`src/rtl/multicycle_control_fsm.sv`:
```
// Sequencing controller for the multicycle RV32I core.
// Steps fetch/decode/execute/memory/writeback and drives datapath controls.
//
// Ports:
//   clk, reset         core clock, synchronous active-high reset
//   op, funct3         opcode and funct3 fields of the IR
//   zero, lt, ltu      ALU flags used for branch resolution
//   mem_ready          memory access completes this cycle
//   pc_write, ir_write, mem_write, reg_write   datapath write enables
//   adr_src, alu_src_a, alu_src_b, alu_op,
//   result_src, imm_src                         datapath mux selects
//   state              current state (debug)
//   illegal_instr      one-cycle pulse on unknown op / branch funct3
module multicycle_control_fsm #(
    parameter bit MEM_WAIT_EN = 1'b1
) (
    input  logic       clk,
    input  logic       reset,
    input  logic [6:0] op,
    input  logic [2:0] funct3,
    input  logic       zero,
    input  logic       lt,
    input  logic       ltu,
    input  logic       mem_ready,
    output logic       pc_write,
    output logic       ir_write,
    output logic       adr_src,
    output logic       mem_write,
    output logic       reg_write,
    output logic [1:0] alu_src_a,
    output logic [1:0] alu_src_b,
    output logic [1:0] alu_op,
    output logic [1:0] result_src,
    output logic [2:0] imm_src,
    output logic [3:0] state,
    output logic       illegal_instr
);

    typedef enum logic [3:0] {
        S_FETCH    = 4'd0,
        S_DECODE   = 4'd1,
        S_MEMADR   = 4'd2,
        S_MEMREAD  = 4'd3,
        S_MEMWB    = 4'd4,
        S_MEMWRITE = 4'd5,
        S_EXECR    = 4'd6,
        S_EXECI    = 4'd7,
        S_ALUWB    = 4'd8,
        S_BRANCH   = 4'd9,
        S_JAL      = 4'd10,
        S_JALR     = 4'd11,
        S_LINK     = 4'd12,
        S_LUI      = 4'd13
    } state_e;

    localparam logic [6:0] OP_LOAD   = 7'b0000011;
    localparam logic [6:0] OP_STORE  = 7'b0100011;
    localparam logic [6:0] OP_RTYPE  = 7'b0110011;
    localparam logic [6:0] OP_ITYPE  = 7'b0010011;
    localparam logic [6:0] OP_BRANCH = 7'b1100011;
    localparam logic [6:0] OP_JAL    = 7'b1101111;
    localparam logic [6:0] OP_JALR   = 7'b1100111;
    localparam logic [6:0] OP_LUI    = 7'b0110111;
    localparam logic [6:0] OP_AUIPC  = 7'b0010111;

    state_e state_q;
    state_e state_d;

    logic ready;
    logic taken;
    logic br_bad;

    assign ready = MEM_WAIT_EN ? mem_ready : 1'b1;
    assign state = state_q;

    always_ff @(posedge clk) begin
        if (reset) begin
            state_q <= S_FETCH;
        end else begin
            state_q <= state_d;
        end
    end

    // Branch condition; 010/011 are not defined branch encodings.
    always_comb begin
        taken  = 1'b0;
        br_bad = 1'b0;
        case (funct3)
            3'b000:  taken = zero;
            3'b001:  taken = ~zero;
            3'b100:  taken = lt;
            3'b101:  taken = ~lt;
            3'b110:  taken = ltu;
            3'b111:  taken = ~ltu;
            default: br_bad = 1'b1;
        endcase
    end

    always_comb begin
        case (op)
            OP_LOAD, OP_ITYPE, OP_JALR: imm_src = 3'b000;
            OP_STORE:                   imm_src = 3'b001;
            OP_BRANCH:                  imm_src = 3'b010;
            OP_JAL:                     imm_src = 3'b011;
            OP_LUI, OP_AUIPC:           imm_src = 3'b100;
            default:                    imm_src = 3'b000;
        endcase
    end

    always_comb begin
        state_d       = S_FETCH;
        pc_write      = 1'b0;
        ir_write      = 1'b0;
        adr_src       = 1'b0;
        mem_write     = 1'b0;
        reg_write     = 1'b0;
        alu_src_a     = 2'b00;
        alu_src_b     = 2'b00;
        alu_op        = 2'b00;
        result_src    = 2'b00;
        illegal_instr = 1'b0;
        case (state_q)
            S_FETCH: begin
                alu_src_b  = 2'b10;
                result_src = 2'b10;
                if (ready) begin
                    ir_write = 1'b1;
                    pc_write = 1'b1;
                    state_d  = S_DECODE;
                end else begin
                    state_d  = S_FETCH;
                end
            end
            S_DECODE: begin
                // ALUOut <= OldPC + imm, reused as branch/JAL target
                alu_src_a = 2'b01;
                alu_src_b = 2'b01;
                case (op)
                    OP_LOAD, OP_STORE: state_d = S_MEMADR;
                    OP_RTYPE:          state_d = S_EXECR;
                    OP_ITYPE:          state_d = S_EXECI;
                    OP_BRANCH:         state_d = S_BRANCH;
                    OP_JAL:            state_d = S_JAL;
                    OP_JALR:           state_d = S_JALR;
                    OP_LUI:            state_d = S_LUI;
                    OP_AUIPC:          state_d = S_ALUWB;
                    default: begin
                        illegal_instr = 1'b1;
                        state_d       = S_FETCH;
                    end
                endcase
            end
            S_MEMADR: begin
                alu_src_a = 2'b10;
                alu_src_b = 2'b01;
                state_d   = (op == OP_LOAD) ? S_MEMREAD : S_MEMWRITE;
            end
            S_MEMREAD: begin
                adr_src = 1'b1;
                state_d = ready ? S_MEMWB : S_MEMREAD;
            end
            S_MEMWB: begin
                result_src = 2'b01;
                reg_write  = 1'b1;
            end
            S_MEMWRITE: begin
                adr_src   = 1'b1;
                mem_write = 1'b1;
                state_d   = ready ? S_FETCH : S_MEMWRITE;
            end
            S_EXECR: begin
                alu_src_a = 2'b10;
                alu_op    = 2'b10;
                state_d   = S_ALUWB;
            end
            S_EXECI: begin
                alu_src_a = 2'b10;
                alu_src_b = 2'b01;
                alu_op    = 2'b10;
                state_d   = S_ALUWB;
            end
            S_LUI: begin
                alu_src_a = 2'b11;
                alu_src_b = 2'b01;
                state_d   = S_ALUWB;
            end
            S_ALUWB: begin
                reg_write = 1'b1;
            end
            S_BRANCH: begin
                alu_src_a     = 2'b10;
                alu_op        = 2'b01;
                pc_write      = taken;
                illegal_instr = br_bad;
            end
            S_JAL: begin
                pc_write = 1'b1;
                state_d  = S_LINK;
            end
            S_JALR: begin
                alu_src_a  = 2'b10;
                alu_src_b  = 2'b01;
                result_src = 2'b10;
                pc_write   = 1'b1;
                state_d    = S_LINK;
            end
            S_LINK: begin
                // rd <= OldPC + 4
                alu_src_a  = 2'b01;
                alu_src_b  = 2'b10;
                result_src = 2'b10;
                reg_write  = 1'b1;
            end
            default: begin
                state_d = S_FETCH;
            end
        endcase
        if (reset) begin
            pc_write      = 1'b0;
            ir_write      = 1'b0;
            mem_write     = 1'b0;
            reg_write     = 1'b0;
            illegal_instr = 1'b0;
            state_d       = S_FETCH;
        end
    end

endmodule

```
`config.mk`:
```
export PLATFORM = sky130hd
export DESIGN_NAME = multicycle_control_fsm
export DESIGN_NICKNAME = d
export VERILOG_FILES = /design/src/rtl/multicycle_control_fsm.sv
export SDC_FILE = /design/constraint.sdc
export NUM_CORES = 1
export LEC_CHECK = 0
export ABC_AREA = 1
export BUFFER_PORTS_ARGS = -buffer_cell sky130_fd_sc_hd__buf_4
export CORE_ASPECT_RATIO = 0.9
export CORE_MARGIN = 1.5
export CORE_UTILIZATION = 38
export DETAILED_ROUTE_END_ITERATION = 8
export PLACE_DENSITY = 0.78
export SLEW_MARGIN = 20
export SYNTH_ARGS = -nofsm -noshare
export SYNTH_HDL_FRONTEND = slang
export SYNTH_SLANG_ARGS = --single-unit
```
`constraint.sdc`:
```
create_clock -name clk -period 1.3 [get_ports clk]
set_input_delay 0.195 -clock clk [delete_from_list [all_inputs] [get_ports clk]]
set_output_delay 0.195 -clock clk [all_outputs]
set_load 0.02 [all_outputs]
```
==> impl_metrics.json, run 1 <==
{
  "wl_per_cell_um": 16.0,
  "syn_inst": 122,
  "syn_area_um2": 632,
  "synth_warnings": 0,
  "synth_nets": 138,
  "die_w_um": 46.0,
  "hp-class": "in -> reg",
  "yosys-top-cells-count": "34 x nand2_1, 21 x nor2_1, 16 x inv_1",
  "powerDensity_nw_per_um2": 400,
  "cts_tree": "done",
  "clockBufferDepth": 2,
  "route.vias.total": 1217,
  "post-place-ws_ns": -0.0401,
  "start_util": 0.422,
  "design.die.area_um2": 1920,
  "clk_pin_slew_ns": 0.04,
  "whs_ns": 0.231,
  "outcome": "finished, violations left",
  "drtIter0Drc": 75,
  "async_flop_share": 0,
  "use_met2": 0.425,
  "leakage_uw": 0.000684,
  "ant_nets": 0,
  "antenna_found_initial": 0,
  "fin_crit_ns": 1.63,
  "dp_hpwl_um": 1740,
  "synth_ff_type": "dfxtp_1",
  "path_max_fanout": 4,
  "cts_buffers": 3,
  "largest_register_ffs": 4,
  "ys_ff_latch": 4,
  "maxSlewViolCount": 0,
  "dr.pass1.iters": 4,
  "antenna_cells": 0,
  "die_h_um": 41.7,
  "gr-usage-met3": 0.0565,
  "setup_viol": 18,
  "grt_max_degree": 10,
  "dp_cells": 199,
  "grt.busiest_layer": "met2",
  "synthDistinctLibCells": 22,
  "yosysTopAreaCell": "nand2_1",
  "finalNetCount": 207,
  "portBuffers": 36,
  "avgSynthCellArea_um2": 5.18,
  "core_area_um2": 1500,
  "global_route.usage.met1": 0.338,
  "worst_clock_skew_ns": 0.00361,
  "fin_crit_sh": 1.26,
  "synth_edf_count": 0,
  "grt.total_usage": 0.273,
  "worst_ep_arrival_time_ns": 1.44,
  "totalWireLength_um": 3370,
  "cp-start-kind": "flip-flop",
  "cts_sinks": 4,
  "finalWorstSetupSlack_ns": -0.334,
  "synth_area_leaders": "nand2_1 20%, dfxtp_1 13%, nor2_1 12%, inv_1 9.5%, nand3_1 8.7%",
  "synth_top_area_share": 0.202,
  "relSlewSlack": 0.714,
  "max-cap-violations": 0,
  "path_class": "reg -> out",
  "cts-root-buf": "clkbuf_4",
  "gr-total-overflow": 0,
  "vdd_ir_drop_max_mv": 0.366,
  "cp-end-kind": "primary output",
  "grt_pass1_wl_um": 4010,
  "rsz0062_at_grt": "true",
  "synth.yosys.seq_area_share": 0.127,
  "row_count": 13,
  "clock_latency_ns": 0.23,
  "yosysMostFrequentCell": "nand2_1",
  "vias_per_cell": 5.77,
  "stdcell_count": 211,
  "drc": 0,
  "violations": "negative setup slack",
  "cts_max_level": 1,
  "hold_viol_final": 0,
  "io_pins": 37,
  "clock.fmax_mhz": 612,
  "drive_above_1_share": 0.598,
  "place_congestion": 0.853,
  "grt_pass1_vias": 989,
  "critPathRequiredTime_ns": 1.11,
  "syn_to_final_growth_pct": 114,
  "tightest_slew_ns": 0.426
}
through the flow:
stage                     total power, uW  instance area (um2)  utilization  setup TNS, ns
after detailed placement              346                 1110        0.741         -0.136
after global routing                  580                 1350        0.903          -4.16
after CTS                             512                 1260        0.840          -1.66
final                                 541                 1350        0.903          -2.97
after floorplan                       236                  668            -        -0.0592
after global placement                342                 1110        0.741        -0.0268
final cells by class:
class	instances	area, um2
sequential	4	95.1
fill	73	145
multi-input combinational	97	587
inverter	19	86.3
timing repair buffer	66	533
clock buffer	3	22.5
tap	22	27.5
worst max-delay path: stages (launching register included):
cell	delay, ns
dfxtp_4	0.38
inv_4	0.06
nor2_4	0.14
inv_2	0.08
nor2_2	0.18
a31oi_2	0.07
o221ai_1	0.11
buf_4	0.19
placed cells by master, fill, tap and decap left out, types with 2 or more instances in the layout:
master / count
a21oi_1: 5
a21oi_4: 2
a31oi_1: 2
buf_4: 56
buf_6: 10
clkbuf_4: 3
dfxtp_4: 4
inv_1: 10
inv_2: 5
inv_4: 3
nand2_1: 29
nand2_2: 4
nand2_4: 3
nand3_1: 10
nand4_1: 2
nor2_1: 13
nor2_2: 7
nor2_4: 6
nor3_1: 2
o22ai_2: 2
or2_2: 2
power breakdown:
part	switching, uW	internal, uW	leakage, uW
clock network	48.4	103	0.0000138
registers	5.45	119	0.0000355
logic	139	125	0.000634
total	193	348	0.000684
repair_timing:
action / 4_1_cts / 5_1_grt
endpoints found under the setup margin: 14 / 20
hold buffers: 0 / 0
pin swaps: 8 / 6
gates resized for setup: 29 / 20
setup buffers: 6 / 3
final timing paths:
kind | start | to | slack (ns) | cells past startpoint
hold / removal | reset | state[3] | 0.23 | 2
hold reg to reg | state[1] | state[1] | 0.74 | 3
setup / recovery | state[3] | alu_src_a[1] | -0.33 | 7
setup reg to reg | state[3] | state[0] | -0.11 | 9
kinds of logic (layout without fill, tap and decap cells):
kind of cell | Yosys count | in the layout | share of synthesized area
AOI/OAI and AO/OA | 17 | 17 | 0.154
buffers and inverters | 21 | 88 | 0.141
DFF | 4 | 4 | 0.127
and+or+nand+nor | 80 | 80 | 0.578
metal layers:
layer	wire, um	up-vias
li1	-	527
met1	1240	543
met2	1620	106
met3	306	41
met4	209	0
met5	0	-
No activity file was read; power rests on OpenSTA's default activity.
==> inputs of run 2 (changes only) <==
--- a/config.mk
+++ b/config.mk
@@ -5,13 +5,13 @@
 export SDC_FILE = /design/constraint.sdc
 export NUM_CORES = 1
 export LEC_CHECK = 0
-export ABC_AREA = 1
 export BUFFER_PORTS_ARGS = -buffer_cell sky130_fd_sc_hd__buf_4
 export CORE_ASPECT_RATIO = 0.9
 export CORE_MARGIN = 1.5
 export CORE_UTILIZATION = 38
 export DETAILED_ROUTE_END_ITERATION = 8
-export PLACE_DENSITY = 0.78
+export GPL_ROUTABILITY_DRIVEN = 0
+export PLACE_DENSITY = 0.76
 export SLEW_MARGIN = 20
 export SYNTH_ARGS = -nofsm -noshare
 export SYNTH_HDL_FRONTEND = slang
==> run 2 against run 1 <==
  * The run still ends with negative setup slack left
  * Global-route usage rose by 6.2 points
  * Maximum frequency barely moved
  * Final cell count fell by 4.3%
  * Final area rose by 17%
  * Via count rose by 9.8%
  * Sequential share of layout area fell by 1.2 points
  * Largest power group unchanged
  * Area after synthesis rose by 14%
  * Critical path depth fell by 2
  * Flip-flop and latch count did not move
  * Total power rose by 20%
==> impl_metrics.json, run 2 <==
{
  "outcome": "finished, violations left",
  "violations": "negative setup slack",
  "cts_sinks": 4,
  "path_cells": "inv_1 -> nand2_2 -> nor3_2 -> o31a_1 -> buf_4",
  "worst_ep_arrival_time_ns": 1.44,
  "clock.fmax_mhz": 613,
  "layout_commonest_cell": "buf_4",
  "powerDensity_nw_per_um2": 410,
  "totalWireLength_um": 4610,
  "holdPathStages": 3,
  "vias_per_cell": 6.61,
  "synth.yosys.seq_area_share": 0.111,
  "max_stage_delay_ns": 0.44,
  "tightest_slew_ns": 0.317,
  "ant_nets": 0,
  "synth_area_leaders": "dfxtp_1 11%, nand2b_1 7.8%, a21oi_1 6.9%, nor2_1 5.7%, nor3_1 5.6%",
  "synth_edf_count": 0,
  "cts_tree": "done",
  "design_area_um2": 1580,
  "portBuffers": 36,
  "async_flop_share": 0,
  "cp-end-kind": "primary output",
  "critical-path-top-delay-family": "flip-flops",
  "synth_top_area_share": 0.111,
  "cts_max_level": 1,
  "critPathBufInv": 2,
  "finalNetCount": 196,
  "dp_hpwl_um": 2080,
  "rsz0062_at_grt": "true",
  "path_depth": 5,
  "drc": 0,
  "design.die.area_um2": 2170,
  "drive_above_1_share": 0.635,
  "wl_per_cell_um": 22.8,
  "hp-class": "in -> reg",
  "clockBufferDepth": 2,
  "cp-start-kind": "flip-flop",
  "largest_register_ffs": 4,
  "syn_inst": 107,
  "dr.pass1.iters": 5,
  "reg2regPathDepth": 7,
  "leakage_uw": 0.000645,
  "synth_nets": 123,
  "cts_buffers": 3,
  "start_util": 0.416,
  "io_pins": 37,
  "antenna_found_initial": 0,
  "grt_pass1_wl_um": 5590,
  "yosys-top-cells-count": "11 x nor2_1, 10 x a21oi_1, 9 x nand2b_1",
  "synthDistinctLibCells": 45,
  "drtIter0Drc": 86,
  "max-cap-violations": 0,
  "cts-root-buf": "clkbuf_4",
  "yosysMostFrequentCell": "nor2_1",
  "grt.total_usage": 0.336,
  "ys_ff_latch": 4,
  "finalWorstSetupSlack_ns": -0.332,
  "synth_warnings": 0,
  "relSlewSlack": 0.788,
  "cpMaxStageDelayCell": "dfxtp_4",
  "fin_util": 0.909,
  "core_area_um2": 1730,
  "dp_cells": 189,
  "setup_tns_ns": -3.67,
  "die_w_um": 48.9,
  "avgSynthCellArea_um2": 6.74,
  "critPathRequiredTime_ns": 1.11,
  "final_cell_mix": "52 x buf_4, 23 x buf_6, 9 x a21oi_1",
  "yosysTopAreaCell": "dfxtp_1",
  "stdcell_count": 202,
  "grt_max_degree": 11,
  "path_max_fanout": 9,
  "clock_latency_ns": 0.25,
  "fin_crit_sh": 1.26,
  "holdBufCountCts": 0,
  "whs_ns": 0.412,
  "path_class": "reg -> out",
  "grt_pass1_vias": 1170,
  "row_count": 14,
  "die_h_um": 44.3,
  "route.vias.total": 1336,
  "fin_crit_ns": 1.63,
  "worst_clock_skew_ns": 0.00439,
  "syn_to_final_growth_pct": 119,
  "maxSlewViolCount": 0,
  "hold_viol_final": 0,
  "clk_pin_slew_ns": 0.05,
  "vdd_ir_drop_max_mv": 0.347,
  "setup_viol": 18,
  "synth_ff_type": "dfxtp_1",
  "antenna_cells": 0,
  "placed_area_um2": 1230,
  "syn_area_um2": 721,
  "gr-total-overflow": 0
}
[run 2: cell count changes after synthesis, sizes merged, moves of 3 or more]
cell and delta:
xnor2 +3, buf +5, nor2 -14, o21ai +5
nand3 -9, a21oi +3, nand2 -30, nor3 +5
nand2b +9, inv -15
[run 2: final cells by class]
type                            instances  area, um2
Clock buffer                            3       22.5
Sequential cell                         4       92.6
Tap cell                               24       30.0
Fill cell                              80        158
Inverter                                4       15.0
Timing Repair Buffer                   76        669
Multi-Input combinational cell         91        747
[run 2: repair_timing]
| item | 4_1_cts | 5_1_grt |
|---|---|---|
| endpoints found under the setup margin | 17 | 20 |
| buffers inserted | 6 | 4 |
| resized for setup | 37 | 18 |
| gates cloned | 0 | 0 |
| pin swaps | 5 | 9 |
[run 2: worst paths after layout]
check,to,slack (ns),from
max,illegal_instr,-0.33,state[2]
min,state[2],0.41,op[5]
max reg2reg,state[1],-0.26,state[1]
min reg2reg,state[1],0.90,state[0]
[run 2: kinds of logic (layout without fill, tap and decap cells)]
kind of cell           after synthesis  after routing  share of synthesized area
buffers and inverters               12             83                     0.0972
AO/OA/AOI/OAI                       36             36                      0.332
multiplexers                         1              1                     0.0139
flip-flops                           4              4                      0.111
XOR/XNOR                             4              4                     0.0486
AND/OR/NAND/NOR                     50             50                      0.398
[run 2: report_power, final]
group	switching (uW)	internal, uW
sequential	6.07	121
clock	66.2	104
combinational	183	166
[run 2: worst register-to-register path: stages (launching register included)]
cell and delay (ns):
dfxtp_2 0.35, buf_4 0.17, nor4b_4 0.21, buf_4 0.16, buf_6 0.10, a32oi_2 0.06
or2_1 0.26, a21oi_2 0.17
[run 2: stage by stage]
step	setup slack, ns	power [uW]
final	-0.332	647
after global routing	-0.360	667
after CTS	-0.252	583
after detailed placement	-0.104	394
after global placement	-0.0598	386
after floorplan	-0.220	258
[run 2: layer usage]
metal / GRT usage / wire length [um]
met2: 0.605 / 2140
met5: 0 / 0
met4: 0.166 / 289
met3: 0.0608 / 499
met1: 0.391 / 1680
==> inputs of run 3 (changes only) <==
--- a/config.mk
+++ b/config.mk
@@ -5,7 +5,7 @@
 export SDC_FILE = /design/constraint.sdc
 export NUM_CORES = 1
 export LEC_CHECK = 0
-export BUFFER_PORTS_ARGS = -buffer_cell sky130_fd_sc_hd__buf_4
+export BUFFER_PORTS_ARGS = -buffer_cell sky130_fd_sc_hd__buf_2
 export CORE_ASPECT_RATIO = 0.9
 export CORE_MARGIN = 1.5
 export CORE_UTILIZATION = 38
==> run 3 against run 2 <==
  * The flow still finishes with violations (negative setup slack)
  * Flip-flop and latch count is the same
  * Maximum frequency grew 0.78%
  * Combinational power shrank 9.5%
  * First-iteration DRC count shrank 48%
  * Total power shrank 4.3%
  * Sequential share of layout area is essentially flat
  * Largest cell class unchanged
  * Highest routed layer unchanged
==> impl_metrics.json, run 3 (same netlist as run 2, synthesis figures left out) <==
{
  "core_area_um2": 1730,
  "syn_to_final_growth_pct": 118,
  "worst_clock_skew_ns": 0.00844,
  "finalNetCount": 196,
  "critPathRequiredTime_ns": 1.11,
  "vias_per_cell": 5.98,
  "clk_pin_slew_ns": 0.05,
  "dr.pass1.iters": 5,
  "whs_ns": 0.360,
  "totalWireLength_um": 3750,
  "grt.total_usage": 0.257,
  "gr-total-overflow": 0,
  "powerDensity_nw_per_um2": 395,
  "wl_per_cell_um": 18.6,
  "clockBufferDepth": 2,
  "antenna_found_initial": 0,
  "cts_tree": "done",
  "final_cell_mix": "30 x buf_4, 24 x buf_6, 20 x buf_2",
  "fin_crit_sh": 1.25,
  "clock.fmax_mhz": 617,
  "power_uw": 619,
  "path_max_fanout": 6,
  "layout_commonest_cell": "buf_4",
  "grt_max_degree": 13,
  "design.die.area_um2": 2170,
  "relSlewSlack": 0.772,
  "max-cap-violations": 0,
  "path_class": "reg -> out",
  "die_w_um": 48.9,
  "clock_latency_ns": 0.25,
  "worst_ep_arrival_time_ns": 1.42,
  "row_count": 14,
  "cp-end-kind": "primary output",
  "grt_pass1_vias": 1025,
  "ant_nets": 0,
  "grt_pass1_wl_um": 4350,
  "fin_crit_ns": 1.62,
  "rsz0062_at_grt": "true",
  "violations": "negative setup slack",
  "portBuffers": 36,
  "hold_viol_final": 0,
  "hp-class": "in -> reg",
  "cts_sinks": 4,
  "io_pins": 37,
  "largest_register_ffs": 4,
  "cts-root-buf": "clkbuf_4",
  "outcome": "finished, violations left",
  "vdd_ir_drop_max_mv": 0.401,
  "drive_above_1_share": 0.652,
  "cts_max_level": 1,
  "setup_viol": 18,
  "start_util": 0.416,
  "dp_hpwl_um": 2020,
  "drtIter0Drc": 45,
  "drc": 0,
  "antenna_cells": 0,
  "tightest_slew_ns": 0.340,
  "cp-start-kind": "flip-flop",
  "cts_buffers": 3,
  "setup_tns_ns": -3.08,
  "die_h_um": 44.3,
  "maxSlewViolCount": 0,
  "route.vias.total": 1207,
  "finalWorstSetupSlack_ns": -0.320,
  "leakage_uw": 0.000646,
  "fin_util": 0.904
}
==> run 3: cell counts in the layout (fill, tap and decap cells not counted) <==
No cell type changed its count.
==> run 3: through the flow <==
step / instance area [um2] / std cells / setup slack [ns]
5_1_grt: 1570 / 202 / -0.356
3_5_place_dp: 1150 / 190 / -0.145
6_report: 1570 / 202 / -0.320
3_3_place_gp: 1150 / 190 / -0.0748
2_1_floorplan: 763 / 107 / -0.220
4_1_cts: 1280 / 193 / -0.236
==> run 3: per-layer routing <==
| metal | track usage | up-vias | share of wire |
|---|---|---|---|
| li1 | - | 543 | - |
| met1 | 0.290 | 563 | 0.39 |
| met2 | 0.504 | 86 | 0.50 |
| met3 | 0.0304 | 15 | 0.086 |
| met4 | 0.0971 | 0 | 0.024 |
| met5 | 0 | - | 0 |
==> run 3: final cells by class <==
cell class	count	area, um2
multi-input cells	91	779
repair buffers	76	626
fillers	69	166
flip-flops and latches	4	92.6
well taps	24	30.0
clock buffers	3	22.5
inverters	4	17.5
==> run 3: repair_timing <==
item,in CTS,in global routing
hold buffers,0,0
setup endpoints to repair,18,19
gates resized for setup,31,55
buffers inserted,0,9
pin swaps,1,14
==> run 3: worst paths after layout <==
kind / from / to / slack [ns] / cells past startpoint
worst max-delay path: state[0] / result_src[1] / -0.32 / 6
worst min-delay path: op[5] / state[2] / 0.36 / 3
worst max register to register: state[3] / state[1] / -0.20 / 6
worst min register to register: state[3] / state[1] / 0.87 / 4
==> run 3: power by group <==
group | internal (uW) | total [uW] | leakage, uW | switching (uW)
Sequential | 121 | 128 | 0.0000352 | 6.95
Combinational | 148 | 316 | 0.000597 | 168
Clock | 105 | 175 | 0.0000138 | 70.1
Total | 374 | 619 | 0.000646 | 245
==> run 3: critical path, cell delays in order (launching register included) <==
cell and delay (ns):
dfxtp_4 0.39, buf_6 0.13, buf_6 0.12, inv_2 0.04
o21ai_1 0.17, a22o_1 0.19, buf_6 0.13
